<file path="src/rtl/fpu_lzc_norm_pipe.sv">
// fpu_lzc_norm_pipe: two-stage leading/trailing-zero counter and normalising shifter.
// Optional exponent-headroom shift clamp is enabled by defining FPU_LZC_MAXSHIFT_EN.
module fpu_lzc_norm_pipe #(
  parameter  int WIDTH = 16,
  localparam int CW    = $clog2(WIDTH) + 1
) (
  input  logic             clk,
  input  logic             rst_l,
  input  logic             flush,
  input  logic             in_valid,
  output logic             in_ready,
  input  logic [WIDTH-1:0] in_data,
  input  logic             in_tz,
`ifdef FPU_LZC_MAXSHIFT_EN
  input  logic [CW-1:0]    in_max_shift,
  output logic             out_clamped,
`endif
  output logic             out_valid,
  input  logic             out_ready,
  output logic [WIDTH-1:0] out_data,
  output logic [CW-1:0]    out_cnt,
  output logic             out_zero,
  output logic             out_tz
);

  localparam int LVLS = $clog2(WIDTH);

  // Priority tree of 2:1 LZD merges; node j of each level folds children 2j+1 (upper) and 2j.
  function automatic logic [CW-1:0] lzd_tree(input logic [WIDTH-1:0] d);
    logic [CW-1:0] pos [WIDTH];
    logic          val [WIDTH];
    for (int i = 0; i < WIDTH; i++) begin
      pos[i] = '0;
      val[i] = d[i];
    end
    for (int l = 0; l < LVLS; l++) begin
      for (int j = 0; j < (WIDTH >> (l + 1)); j++) begin
        pos[j] = val[2*j+1] ? pos[2*j+1] : (pos[2*j] | (CW'(1) << l));
        val[j] = val[2*j+1] | val[2*j];
      end
    end
    return val[0] ? pos[0] : CW'(WIDTH);
  endfunction

  logic             s1_valid_q, s1_valid_d;
  logic [WIDTH-1:0] s1_data_q,  s1_data_d;
  logic             s1_tz_q,    s1_tz_d;
  logic [CW-1:0]    s1_cnt_q,   s1_cnt_d;
  logic             s2_valid_q, s2_valid_d;
  logic [WIDTH-1:0] out_data_q, out_data_d;
  logic [CW-1:0]    out_cnt_q,  out_cnt_d;
  logic             out_zero_q, out_zero_d;
  logic             out_tz_q,   out_tz_d;
`ifdef FPU_LZC_MAXSHIFT_EN
  logic [CW-1:0]    s1_max_q,   s1_max_d;
  logic             out_clamped_q, out_clamped_d;
`endif

  logic             s2_adv, s1_adv, in_xfer, s2_load;
  logic [WIDTH-1:0] scan_data;
  logic [CW-1:0]    shamt;
  logic             clamp;

  always_comb begin
    // NOTE: every signal gets a value before any branch, so no latch can be inferred.
    s2_adv   = !s2_valid_q || out_ready;
    s1_adv   = !s1_valid_q || s2_adv;
    in_ready = s1_adv && !flush;
    in_xfer  = in_valid && in_ready;
    s2_load  = s1_valid_q && s2_adv && !flush;

    scan_data = in_data;
    if (in_tz) begin
      for (int i = 0; i < WIDTH; i++) scan_data[i] = in_data[WIDTH-1-i];
    end

    shamt = s1_cnt_q;
    clamp = 1'b0;
`ifdef FPU_LZC_MAXSHIFT_EN
    if (s1_cnt_q > s1_max_q) begin
      shamt = s1_max_q;
      clamp = 1'b1;
    end
`endif
  end

  always_comb begin
    s1_valid_d = flush ? 1'b0 : (s1_adv ? in_valid : s1_valid_q);
    s2_valid_d = flush ? 1'b0 : (s2_adv ? s1_valid_q : s2_valid_q);

    s1_data_d  = s1_data_q;
    s1_tz_d    = s1_tz_q;
    s1_cnt_d   = s1_cnt_q;
    out_data_d = out_data_q;
    out_cnt_d  = out_cnt_q;
    out_zero_d = out_zero_q;
    out_tz_d   = out_tz_q;
`ifdef FPU_LZC_MAXSHIFT_EN
    s1_max_d      = s1_max_q;
    out_clamped_d = out_clamped_q;
`endif

    if (in_xfer) begin
      s1_data_d = in_data;
      s1_tz_d   = in_tz;
      s1_cnt_d  = lzd_tree(scan_data);
`ifdef FPU_LZC_MAXSHIFT_EN
      s1_max_d  = in_max_shift;
`endif
    end

    // A shift of WIDTH falls off the end entirely, which is what an all-zero input needs.
    if (s2_load) begin
      out_data_d = s1_tz_q ? (s1_data_q >> shamt) : (s1_data_q << shamt);
      out_cnt_d  = shamt;
      out_zero_d = (s1_data_q == '0);
      out_tz_d   = s1_tz_q;
`ifdef FPU_LZC_MAXSHIFT_EN
      out_clamped_d = clamp;
`endif
    end
  end

  // NOTE: sequential state uses non-blocking assignments so every flop samples pre-edge values.
  always_ff @(posedge clk or negedge rst_l) begin
    if (!rst_l) begin
      s1_valid_q <= 1'b0;
      s1_data_q  <= '0;
      s1_tz_q    <= 1'b0;
      s1_cnt_q   <= '0;
      s2_valid_q <= 1'b0;
      out_data_q <= '0;
      out_cnt_q  <= '0;
      out_zero_q <= 1'b0;
      out_tz_q   <= 1'b0;
`ifdef FPU_LZC_MAXSHIFT_EN
      s1_max_q      <= '0;
      out_clamped_q <= 1'b0;
`endif
    end else begin
      s1_valid_q <= s1_valid_d;
      s1_data_q  <= s1_data_d;
      s1_tz_q    <= s1_tz_d;
      s1_cnt_q   <= s1_cnt_d;
      s2_valid_q <= s2_valid_d;
      out_data_q <= out_data_d;
      out_cnt_q  <= out_cnt_d;
      out_zero_q <= out_zero_d;
      out_tz_q   <= out_tz_d;
`ifdef FPU_LZC_MAXSHIFT_EN
      s1_max_q      <= s1_max_d;
      out_clamped_q <= out_clamped_d;
`endif
    end
  end

  assign out_valid = s2_valid_q;
  assign out_data  = out_data_q;
  assign out_cnt   = out_cnt_q;
  assign out_zero  = out_zero_q;
  assign out_tz    = out_tz_q;
`ifdef FPU_LZC_MAXSHIFT_EN
  assign out_clamped = out_clamped_q;
`endif

endmodule
</file>
<file path="config.mk">
export PLATFORM = sky130hd
export DESIGN_NAME = fpu_lzc_norm_pipe
export DESIGN_NICKNAME = d
export VERILOG_FILES = /design/src/rtl/fpu_lzc_norm_pipe.sv
export SDC_FILE = /design/constraint.sdc
export NUM_CORES = 1
export LEC_CHECK = 0
export CAP_MARGIN = 20
export CELL_PAD_IN_SITES_DETAIL_PLACEMENT = 0
export CELL_PAD_IN_SITES_GLOBAL_PLACEMENT = 1
export CORE_ASPECT_RATIO = 0.7
export CORE_MARGIN = 4
export CORE_UTILIZATION = 33
export CTS_CLUSTER_DIAMETER = 40
export DETAILED_ROUTE_END_ITERATION = 7
export GPL_ROUTABILITY_DRIVEN = 0
export PLACE_DENSITY = 0.68
export SLEW_MARGIN = 0
export SYNTH_ARGS = -nofsm -noshare
export SYNTH_HDL_FRONTEND = slang
export SYNTH_SLANG_ARGS = --single-unit
</file>
<file path="constraint.sdc">
create_clock -name clk -period 2 [get_ports clk]
set_input_delay 0.3 -clock clk [delete_from_list [all_inputs] [get_ports clk]]
set_output_delay 0.3 -clock clk [all_outputs]
set_load 0.05 [all_outputs]
</file>
==> results_dict.tcl <==
set metrics [dict create \
    antenna_cells 0 \
    die_h_um 94.2 \
    path_class "register to register" \
    antenna_found_initial 0 \
    pre_cts_slack_ps -221 \
    cpMaxStageDelayCell "dfrtp_4" \
    synth_ff_type "dfrtp_1" \
    port_buffers 46 \
    groute.usage.overall_pct 19.0 \
    period_minus_slack_ps 2050 \
    pin_count 47 \
    slowest_delay_ps 530 \
    finalHoldViolCount 0 \
    syn_nets 413 \
    yosys_warnings 0 \
    gr-total-overflow 0 \
    yosysUniqueCellTypes 51 \
    finalMaxSlewViolations 0 \
    clock_latency_ps 300 \
    layout-drive-gt1-share_pct 31.3 \
    clock-root-buffer "clkbuf_16" \
    cts_made_buffers 5 \
    finalCritPeriodShare_pct 103 \
    ys_seq_area_share_pct 33.6 \
    die_area_mm2 0.0124 \
    cts_tree "done" \
    outcome "complete, but fails checks" \
    netlist_area_mm2 0.00350 \
    required_ps 2180 \
    htree_num_levels 2 \
    path_cells "buf_6 > buf_12 > mux2_2 > mux4_2 > nor2_1 > o22ai_1 > a22o_1" \
    worstMarginPinSlew_ps 508 \
    clkTransAtPathRegs_ps 70 \
    start_util_pct 33.8 \
    fmax_mhz 487 \
    wirelength_um 11900 \
    syn_area_per_cell_um2 8.96 \
    ant_nets 0 \
    ys_ff_latch 47 \
    finalNonFillerCells 628 \
    drv_cap 0 \
    synth_area_leaders "dfrtp_1, mux2_2, mux2i_1" \
    synth-edff-count 0 \
    violations "setup timing" \
    vias_per_cell 5.64 \
    async_reset_ff_share_pct 100 \
    grt_pass1_vias 3464 \
    hold_path.class "register to register" \
    reg2reg_slack_ps -50 \
    yosysMostFrequentCell "dfrtp_1" \
    die_w_um 131 \
    vdd_ir_drop_max_mv 0.350 \
    fin_worst_skew_ps 8.21 \
    cts_sinks 47 \
    drtPass1Iterations 5 \
    critPathCaptureType "register" \
    startpoint_type "register" \
    path_max_fanout 7 \
    yosysTopAreaCellShare_pct 33.6 \
    rows 31 \
    finalSetupTns_ps -55.2 \
    drc 0 \
    cts.path.max_buffers 2 \
    p_leak_nw 2.07 \
    timing.final.ws_setup_ps -52.4 \
    syn_to_final_growth_pct 41.3 \
    grt_max_degree 48 \
    wl_per_cell_um 18.9 \
    hpwl_um 8880 \
    setup_viol 2 \
    grt_pass1_wl_um 18600 \
    synth_top_area_cell "dfrtp_1" \
    syn_inst 391 \
    core_mm2 0.0104 \
    relSlewSlack_pct 66.1 \
    power.density_mw_per_mm2 881 \
    critPathArrivalTime_ps 2240 \
    synth_common_cells "dfrtp_1, nand2_1, nor2_1" \
    grt_setup_unrepaired "true" \
    dr_total_vias 3541 \
    nets 517 \
    place_inst 612 \
    drt-initial-drc-count 286 \
]
-- metal layers --
layer,vias up,GRT usage (%),wire (um)
met5,-,0,0
met4,0,5.68,140
met3,14,4.01,926
met2,144,27.5,4920
met1,1716,28.2,5870
li1,1667,-,-
-- kinds of logic after synthesis --
kind of cell	synth area share (%)
multiplexers	21.0
buffers and inverters	6.00
AO/OA/AOI/OAI	21.4
flip-flops	33.6
AND/OR/NAND/NOR	18.0
-- worst max-delay path, delay by kind of cell, from the launching register on --
family	cells	cell delay, ps
AOI/OAI and AO/OA	2	280
buffers and inverters	2	300
DFF	1	530
muxes	2	730
and+or+nand+nor	1	100
-- where the power goes --
group / leakage (nW) / total [W] / internal [W] / switching [W]
clock: 0.0675 / 0.000869 / 0.000470 / 0.000399
sequential: 0.593 / 0.00131 / 0.00112 / 0.000194
combinational: 1.41 / 0.00218 / 0.000989 / 0.00119
total: 2.07 / 0.00436 / 0.00258 / 0.00178
-- placed cells by master, fill, tap and decap left out, drive strengths merged, types with 2 or more instances in the layout --
cell type and instances:
o21ai 31, o21a 2, clkbuf 6, mux4 8
nand3b 3, a2111oi 2, nor2 34, a2bb2oi 2
clkdlybuf4s50 43, nor4 5, o41ai 2, a31oi 3
o22ai 9, a32o 6, inv 14, o31ai 2
nor3b 6, o2111ai 2, nand4 4, a21oi 18
buf 84, nand3 7, or2 6, nor3 10
dfrtp 47, a22o 6, mux2 28, nand2 39
o221ai 4, a211oi 11, o211ai 4, and2 2
o211a 2, nor2b 7, mux2i 24
-- metrics by stage --
stage	hold slack, ps	cell area [um2]	util, %	power, W
after CTS	487	4780	46.1	0.00424
after global routing	506	4950	47.8	0.00457
after floorplan	4.41	3510	-	0.00251
after global placement	305	4590	44.4	0.00333
final	479	4950	47.8	0.00436
after detailed placement	309	4590	44.4	0.00334
-- state kept, by name, indices dropped and copies added (netlist names) --
signal and cells:
s1_valid_q 1, out_valid 1, s1_tz_q 1, out_tz 1
out_data 16, s1_data_q 16, out_cnt 5, s1_cnt_q 5
out_zero 1
-- cell type report --
class	instances	area [um2]
fillers	1011	5410
multi-input cells	299	2210
repair buffers	129	1190
flip-flops and latches	47	1180
well taps	132	165
clock buffers	6	129
inverters	13	48.8
clock inverters	2	16.3
-- timing repair --
action,CTS,global route
endpoints found under the setup margin,12,16
pin swaps,0,8
hold endpoints to repair,22,0
resized for setup,2,36
setup buffers,1,6
hold buffers,1,0
gates cloned,0,0
-- path summary, 6_finish.rpt --
check,start,to,cells past startpoint
max in group asynchronous,rst_l,s1_cnt_q[1],3
setup / recovery,s1_cnt_q[1],out_data[8],7
setup reg to reg,s1_cnt_q[1],out_data[8],7
hold reg to reg,out_zero,out_zero,2
min in group asynchronous,rst_l,out_zero,3
hold / removal,out_zero,out_zero,2
Power figures use the tool's default switching activity.
